## src/rtl/multicycle_ctrl_ws.sv

```systemverilog
// Multicycle MIPS-subset controller: opcode decode plus the control FSM that
// sequences the shared PC/IR/regfile/ALU/memory datapath, with memory wait states.
//
// state  | meaning
// FETCH  | read instruction at PC, PC <= PC+4 (waits on memory)
// DECODE | register read, branch target into ALUOut
// MEMADR | effective address for lw/sw
// MEMRD  | data read (waits on memory)
// MEMWB  | load result into rt
// MEMWR  | data write (waits on memory)
// RTEX   | R-type ALU operation
// RTWB   | R-type result into rd
// IMMEX  | addi/andi/slti ALU operation
// IMMWB  | immediate result into rt
// BRANCH | beq/bne compare and conditional PC update
// JUMP   | j
// JAL    | jal: PC <= target, r31 <= PC
// JR     | jr: PC <= A
// TRAP   | illegal opcode, held until reset
module multicycle_ctrl_ws #(
  parameter int               OPC_W    = 6,
  parameter bit               STALL_EN = 1'b1,
  parameter bit               TRAP_EN  = 1'b1,
  parameter logic [OPC_W-1:0] OPC_JR   = OPC_W'(6'b000110)
) (
  input  logic             clk,
  input  logic             rst,
  input  logic [OPC_W-1:0] opc,
  input  logic             mem_ready,
  output logic             PCWrite,
  output logic             PCWriteCondBeq,
  output logic             PCWriteCondBne,
  output logic             IorD,
  output logic             IRWrite,
  output logic             RegDst,
  output logic             JalSig1,
  output logic             JalSig2,
  output logic             MemToReg,
  output logic             MemRead,
  output logic             MemWrite,
  output logic             RegWrite,
  output logic             ALUSrcA,
  output logic [1:0]       ALUSrcB,
  output logic [2:0]       ALUOp,
  output logic [1:0]       PCSrc,
  output logic             trap,
  output logic             instr_done
);

  localparam logic [OPC_W-1:0] OP_RT   = OPC_W'(6'b000000);
  localparam logic [OPC_W-1:0] OP_LW   = OPC_W'(6'b100011);
  localparam logic [OPC_W-1:0] OP_SW   = OPC_W'(6'b101011);
  localparam logic [OPC_W-1:0] OP_BEQ  = OPC_W'(6'b000100);
  localparam logic [OPC_W-1:0] OP_BNE  = OPC_W'(6'b000101);
  localparam logic [OPC_W-1:0] OP_J    = OPC_W'(6'b000010);
  localparam logic [OPC_W-1:0] OP_JAL  = OPC_W'(6'b000011);
  localparam logic [OPC_W-1:0] OP_ADDI = OPC_W'(6'b001000);
  localparam logic [OPC_W-1:0] OP_ANDI = OPC_W'(6'b001100);
  localparam logic [OPC_W-1:0] OP_SLTI = OPC_W'(6'b001010);

  typedef enum logic [3:0] {
    FETCH, DECODE, MEMADR, MEMRD, MEMWB, MEMWR, RTEX, RTWB,
    IMMEX, IMMWB, BRANCH, JUMP, JAL, JR, TRAP
  } state_t;

  state_t state;
  state_t decNext;
  logic   illegal;
  logic   rdy;

  assign rdy = STALL_EN ? mem_ready : 1'b1;

  always_comb begin
    decNext = TRAP_EN ? TRAP : FETCH;
    illegal = 1'b0;
    if (opc == OP_LW || opc == OP_SW)                           decNext = MEMADR;
    else if (opc == OP_RT)                                      decNext = RTEX;
    else if (opc == OP_ADDI || opc == OP_ANDI || opc == OP_SLTI) decNext = IMMEX;
    else if (opc == OP_BEQ || opc == OP_BNE)                    decNext = BRANCH;
    else if (opc == OP_J)                                       decNext = JUMP;
    else if (opc == OP_JAL)                                     decNext = JAL;
    else if (opc == OPC_JR)                                     decNext = JR;
    else                                                        illegal = 1'b1;
  end

  always_ff @(posedge clk) begin
    if (rst) begin
      state <= FETCH;
    end else begin
      case (state)
        FETCH:   if (rdy) state <= DECODE;
        DECODE:  state <= decNext;
        MEMADR:  state <= (opc == OP_SW) ? MEMWR : MEMRD;
        MEMRD:   if (rdy) state <= MEMWB;
        MEMWR:   if (rdy) state <= FETCH;
        RTEX:    state <= RTWB;
        IMMEX:   state <= IMMWB;
        TRAP:    state <= TRAP;
        default: state <= FETCH;
      endcase
    end
  end

  // Outputs are forced low while rst is high, so nothing writes after the reset edge.
  always_comb begin
    PCWrite        = 1'b0;
    PCWriteCondBeq = 1'b0;
    PCWriteCondBne = 1'b0;
    IorD           = 1'b0;
    IRWrite        = 1'b0;
    RegDst         = 1'b0;
    JalSig1        = 1'b0;
    JalSig2        = 1'b0;
    MemToReg       = 1'b0;
    MemRead        = 1'b0;
    MemWrite       = 1'b0;
    RegWrite       = 1'b0;
    ALUSrcA        = 1'b0;
    ALUSrcB        = 2'b00;
    ALUOp          = 3'b000;
    PCSrc          = 2'b00;
    trap           = 1'b0;
    instr_done     = 1'b0;
    if (!rst) begin
      case (state)
        FETCH: begin
          MemRead = 1'b1;
          ALUSrcB = 2'b01;
          IRWrite = rdy;
          PCWrite = rdy;
        end
        DECODE: begin
          ALUSrcB    = 2'b11;
          instr_done = illegal && !TRAP_EN;
        end
        MEMADR: begin
          ALUSrcA = 1'b1;
          ALUSrcB = 2'b10;
        end
        MEMRD: begin
          MemRead = 1'b1;
          IorD    = 1'b1;
        end
        MEMWB: begin
          RegWrite   = 1'b1;
          MemToReg   = 1'b1;
          instr_done = 1'b1;
        end
        MEMWR: begin
          MemWrite   = 1'b1;
          IorD       = 1'b1;
          instr_done = rdy;
        end
        RTEX: begin
          ALUSrcA = 1'b1;
          ALUOp   = 3'b010;
        end
        RTWB: begin
          RegDst     = 1'b1;
          RegWrite   = 1'b1;
          instr_done = 1'b1;
        end
        IMMEX: begin
          ALUSrcA = 1'b1;
          ALUSrcB = 2'b10;
          ALUOp   = (opc == OP_ANDI) ? 3'b011 :
                    (opc == OP_SLTI) ? 3'b100 : 3'b000;
        end
        IMMWB: begin
          RegWrite   = 1'b1;
          instr_done = 1'b1;
        end
        BRANCH: begin
          ALUSrcA        = 1'b1;
          ALUOp          = 3'b001;
          PCSrc          = 2'b01;
          PCWriteCondBeq = (opc == OP_BEQ);
          PCWriteCondBne = (opc == OP_BNE);
          instr_done     = 1'b1;
        end
        JUMP: begin
          PCWrite    = 1'b1;
          PCSrc      = 2'b10;
          instr_done = 1'b1;
        end
        JAL: begin
          PCWrite    = 1'b1;
          PCSrc      = 2'b10;
          RegWrite   = 1'b1;
          JalSig1    = 1'b1;
          JalSig2    = 1'b1;
          instr_done = 1'b1;
        end
        JR: begin
          PCWrite    = 1'b1;
          PCSrc      = 2'b11;
          instr_done = 1'b1;
        end
        TRAP:    trap = 1'b1;
        default: ;
      endcase
    end
  end

endmodule

```

## config.mk

```make
export PLATFORM = sky130hd
export DESIGN_NAME = multicycle_ctrl_ws
export DESIGN_NICKNAME = d
export VERILOG_FILES = /design/src/rtl/multicycle_ctrl_ws.sv
export SDC_FILE = /design/constraint.sdc
export NUM_CORES = 1
export LEC_CHECK = 0
export ABC_AREA = 1
export BUFFER_PORTS_ARGS = -buffer_cell sky130_fd_sc_hd__buf_2
export CAP_MARGIN = 10
export CORE_MARGIN = 5
export CORE_UTILIZATION = 43
export CTS_CLUSTER_SIZE = 24
export DETAILED_ROUTE_END_ITERATION = 10
export PLACE_DENSITY = 0.81
export SYNTH_ARGS = -nofsm -noshare
export SYNTH_HDL_FRONTEND = slang
export SYNTH_SLANG_ARGS = --single-unit
```

## constraint.sdc

```tcl
create_clock -name clk -period 4.1 [get_ports clk]
set_clock_uncertainty 0.1 [all_clocks]
set_input_delay 0.41 -clock clk [delete_from_list [all_inputs] [get_ports clk]]
set_output_delay 0.41 -clock clk [all_outputs]
set_load 0.01 [all_outputs]
```

Yosys cells after proc, flatten, opt, wreduce, memory -nomap -nowiden
Index checks and enable logic that the tools add are counted.

storage, ports and cells
  register bits after elaboration = 4
  input port bits = 9
  output and inout port bits = 22
  word-level logic and storage cells = 91

operators by class
  equal/unequal tests = 27
  muxes and demuxes = 48
  reductions and logical operators = 15

operator list
  operator                                                          number
  4-bit case mux with 8 select lines                                1
  4-bit == test (second input constant)                             7
  1-bit two-way mux                                                 26
  3-bit two-way mux                                                 7
  4-bit two-way mux                                                 5
  6-bit by 3-bit == test with 1-bit output (second input constant)  3
  6-bit by 4-bit == test with 1-bit output (second input constant)  3
  4-bit by 3-bit == test with 1-bit output (second input constant)  4
  6-bit by 2-bit == test with 1-bit output (second input constant)  2
  6-bit == test (second input constant)                             2
  2-bit case mux with 3 select lines                                2
  3-bit case mux with 3 select lines                                1
  4-bit by 2-bit == test with 1-bit output (second input constant)  2
  2-bit two-way mux                                                 4
  2-bit OR reduction                                                4
  4-bit OR reduction                                                2
  7-bit OR reduction                                                1
  6-bit zero test                                                   1
  2-bit inequality test (second input constant)                     3
  4-bit by 1-bit == test with 1-bit output (second input constant)  1
  4-bit zero test                                                   1
  1-bit logical OR                                                  4
  1-bit case mux with 2 select lines                                2
  3-bit AND reduction                                               1
  3-bit OR reduction                                                1

Depth between registers and ports, before layout
  word-level depth = 9
  mapped depth = 11
  gate-level depth less buffers = 10

Least setup slack after synthesis
OpenSTA, ideal clock, no wires.

  path type = in2out
  from = input port rst
  to = output port JalSig2
  data arrival time = 1.311 ns
  required time = 3.590 ns
  slack = 2.279 ns
  stages on the path = 3
  buffers on the path = 2
  cells stage by stage = clkbuf_1 > nor4_1 > buf_4

between the ends
  word-level cells in the longest chain between the ends = 1

ends and longest elaborated chain
  element            line  text
  from (decl)        27    input logic rst,
  1-bit two-way mux  n/a
  to (decl)          37    output logic JalSig2,

Every way passes these cells.

Worst setup path in the final report
  from = register state[3]
  to = output port PCWriteCondBne

between the ends
  word-level cells in the longest chain between the ends = 3

ends and longest elaborated chain
  element                 line  text
  from (decl)             66    state_t state;
  from (signal assigned)  92    DECODE: state <= decNext;
  from (signal assigned)  93    MEMADR: state <= (opc == OP_SW) ? MEMWR : MEMRD;
  4-bit == test           125   case (state)
  1-bit two-way mux       125
  1-bit two-way mux       124   if (!rst) begin
  to (decl)               32    output logic PCWriteCondBne,

Every way passes these cells.

==> reports/metrics.yaml <==
critical_path:
  r2r_slack_ns: 2.60
  crit_path_max_incr_delay_ns: 0.45
  critical_path_required_ns: 3.59
  critPathMaxFanout: 5
  r2r_cells: 7
  crit_path_end_kind: "output port"
  rr_endpoint: "state[0]"
  cp_num_buf_inv: 3
  startpoint_type: "flip-flop"
  critPathKind: "flip-flop to output port"
  cp_cell_sequence: "inv_2, nor2_2, inv_1, nor2_1, nand2_2, nor3b_2, buf_2"
  cp_data_arrival_time_ns: 1.58
  cp_top_family: "simple AND/OR/NAND/NOR gates"
  timing.rr.start: "state[1]"
  slowest_stage: "dfxtp_1"
power_and_ir_drop:
  power_leakage_uw: 0.000519
  power_uw: 431
  worst_ir_drop_vdd_mv: 0.364
  power_density_mw_per_mm2: 484
logic_synthesis:
  yosysWarnings: 0
  seq_area_frac_synth_pct: 11.1
  synth_flop_cell: "dfxtp_1"
  async_reset_ff_share_pct: 0
  synth_top_area_share_pct: 12.4
  netlist_area_um2: 724
  synth.most_common_cell: "nand2_1"
  synth_edf_count: 0
  yosys.area.top_type: "nand2_1"
  syn_inst: 137
  syn_nets: 146
  syn_avg_cell_area_um2: 5.29
  yosysUniqueCellTypes: 26
  synth.area.top_cells: "nand2_1 12%, dfxtp_1 11%, nor2_1 11%"
  netlist_top_cells_count: "24 x nand2_1, 21 x nor2_1, 20 x inv_1, 12 x nand3_1, 11 x a21oi_1"
  synth-seq-cells: 4
timing:
  tightest_slew_ns: 0.324
  fmax_mhz: 478
  whs_ns: 0.405
  setup_viol: 0
  setup_tns_ns: 0
  timing.slew.headroom_pct: 78.4
  finalCriticalPeriod_ns: 2.09
  fin_crit_sh_pct: 51.0
  slew_violations: 0
  hold_violations: 0
  timing.final.ws_setup_ns: 2.01
  rsz0062_at_grt: "false"
die:
  start_util_pct: 46.5
  ios: 31
  die_area_mm2: 0.00261
  core_area_mm2: 0.00156
  fp.dieH_um: 51.0
  chipWidth_um: 51.0
  std_cell_rows: 14
final_layout:
  largest_register: "state"
  ff_latch_area_um2: 80.1
  fill_cells: 159
  final_area_um2: 891
  drive_above_1_share_pct: 33.7
  area_growth_pct: 23.0
  largest_register_ffs: 4
  multiInputGateArea_um2: 515
  antennaDiodeCount: 0
  top_regs: "state: 4 flops"
  final_nets: 177
detailed_routing:
  antenna_left: 0
  first_iter_violations: 44
  num_vias: 932
  route.detailed.drc: 0
  routedWlPerCell_um: 10.6
  routed_via_density: 5.12
  drt_pass1_iterations: 4
  wirelength_um: 1920
worst_hold_path:
  holdCritStartpoint: "mem_ready"
  holdPathStages: 4
  hp-class: "input pin to flip-flop"
  whs_endpoint: "state[2]"
grt:
  grtUsageTotal_pct: 16.0
  grt-ovfl-total: 0
  grt_pass1_wl_um: 3350
  antenna_found_initial: 0
  grt_max_degree: 20
  grt_pass1_vias: 836
clock_network:
  clock-root-buffer: "clkbuf_4"
  cts_made_buffers: 3
  cts_setup_buffers: 0
  postCtsHoldBufs: 0
  insertion_delay_ns: 0.23
  clock_path_buffers: 2
  htree_levels: 1
  tritoncts: "built"
  path_clk_slew_ns: 0.03
  cts_resized: 0
  clock_sinks: 4
place:
  numPortBuffers: 30
  dp_hpwl_um: 1570
  placed_area_um2: 868
  pre_cts_ws_ns: 2.23
  gp_congestion: 0.906
status:
  status: "completed"
flow_run:
  maxCapViolCount: 0
## power by group
group	total, uW	internal [uW]	switching (uW)	leakage (uW)
registers	86.1	54.3	31.8	0.0000329
logic	298	105	193	0.000472
clock network	46.9	32.6	14.3	0.0000138
## layer usage
layer,vias up,routed length [um],global-route usage [%]
li1,496,-,-
met1,405,878,21.2
met2,31,917,25.1
met3,0,125,2.91
met4,0,0,7.17
met5,-,0,0
## tightest hold or removal path, delay by kind of cell
| kind | cells | cell delay [ns] |
|---|---|---|
| AND/OR/NAND/NOR | 1 | 0.07 |
| buffers and inverters | 2 | 0.15 |
| AO/OA/AOI/OAI | 1 | 0.05 |
## worst max-delay path by stage
stage	from	to	slack (ns)	cells after the start
6_report	state[3]	PCWriteCondBne	2.01	7
5_1_grt	state[3]	PCWriteCondBne	1.85	7
4_1_cts	state[3]	PCWriteCondBne	2.01	7
3_5_place_dp	opc[5]	ALUOp[1]	2.23	7
3_3_place_gp	opc[5]	ALUOp[1]	2.26	7
2_1_floorplan	rst	JalSig2	2.28	3
## metrics by stage
stage	instances	utilization (%)
CTS	182	57.1
global placement	179	55.7
floorplan	137	-
finish	182	57.1
global route	182	57.1
detailed placement	179	55.7
## cell families after synthesis
| logic type | count (synthesis) | synth area share (%) |
|---|---|---|
| flip-flops | 4 | 11.1 |
| AND/OR/NAND/NOR | 79 | 52.9 |
| buffers and inverters | 31 | 17.8 |
| AO/OA/AOI/OAI | 23 | 18.3 |
## area by class of cell
cell class | instances | area share (%)
Clock buffer | 3 | 2.53
Multi-Input combinational cell | 102 | 57.9
Timing Repair Buffer | 30 | 16.9
Inverter | 27 | 11.5
Tap cell | 16 | 2.25
Sequential cell | 4 | 8.99
## cell usage in the layout (no fill, tap or decap), drive strengths merged, types with 2 or more instances in the layout
master,synthesis,layout
a21oi,12,12
buf,2,30
clkbuf,2,3
dfxtp,4,4
inv,26,26
nand2,29,29
nand3,12,12
nor2,27,27
nor3,8,8
o21ai,7,7
o31ai,2,2
Note: power is estimated with default switching activity, not from simulation.
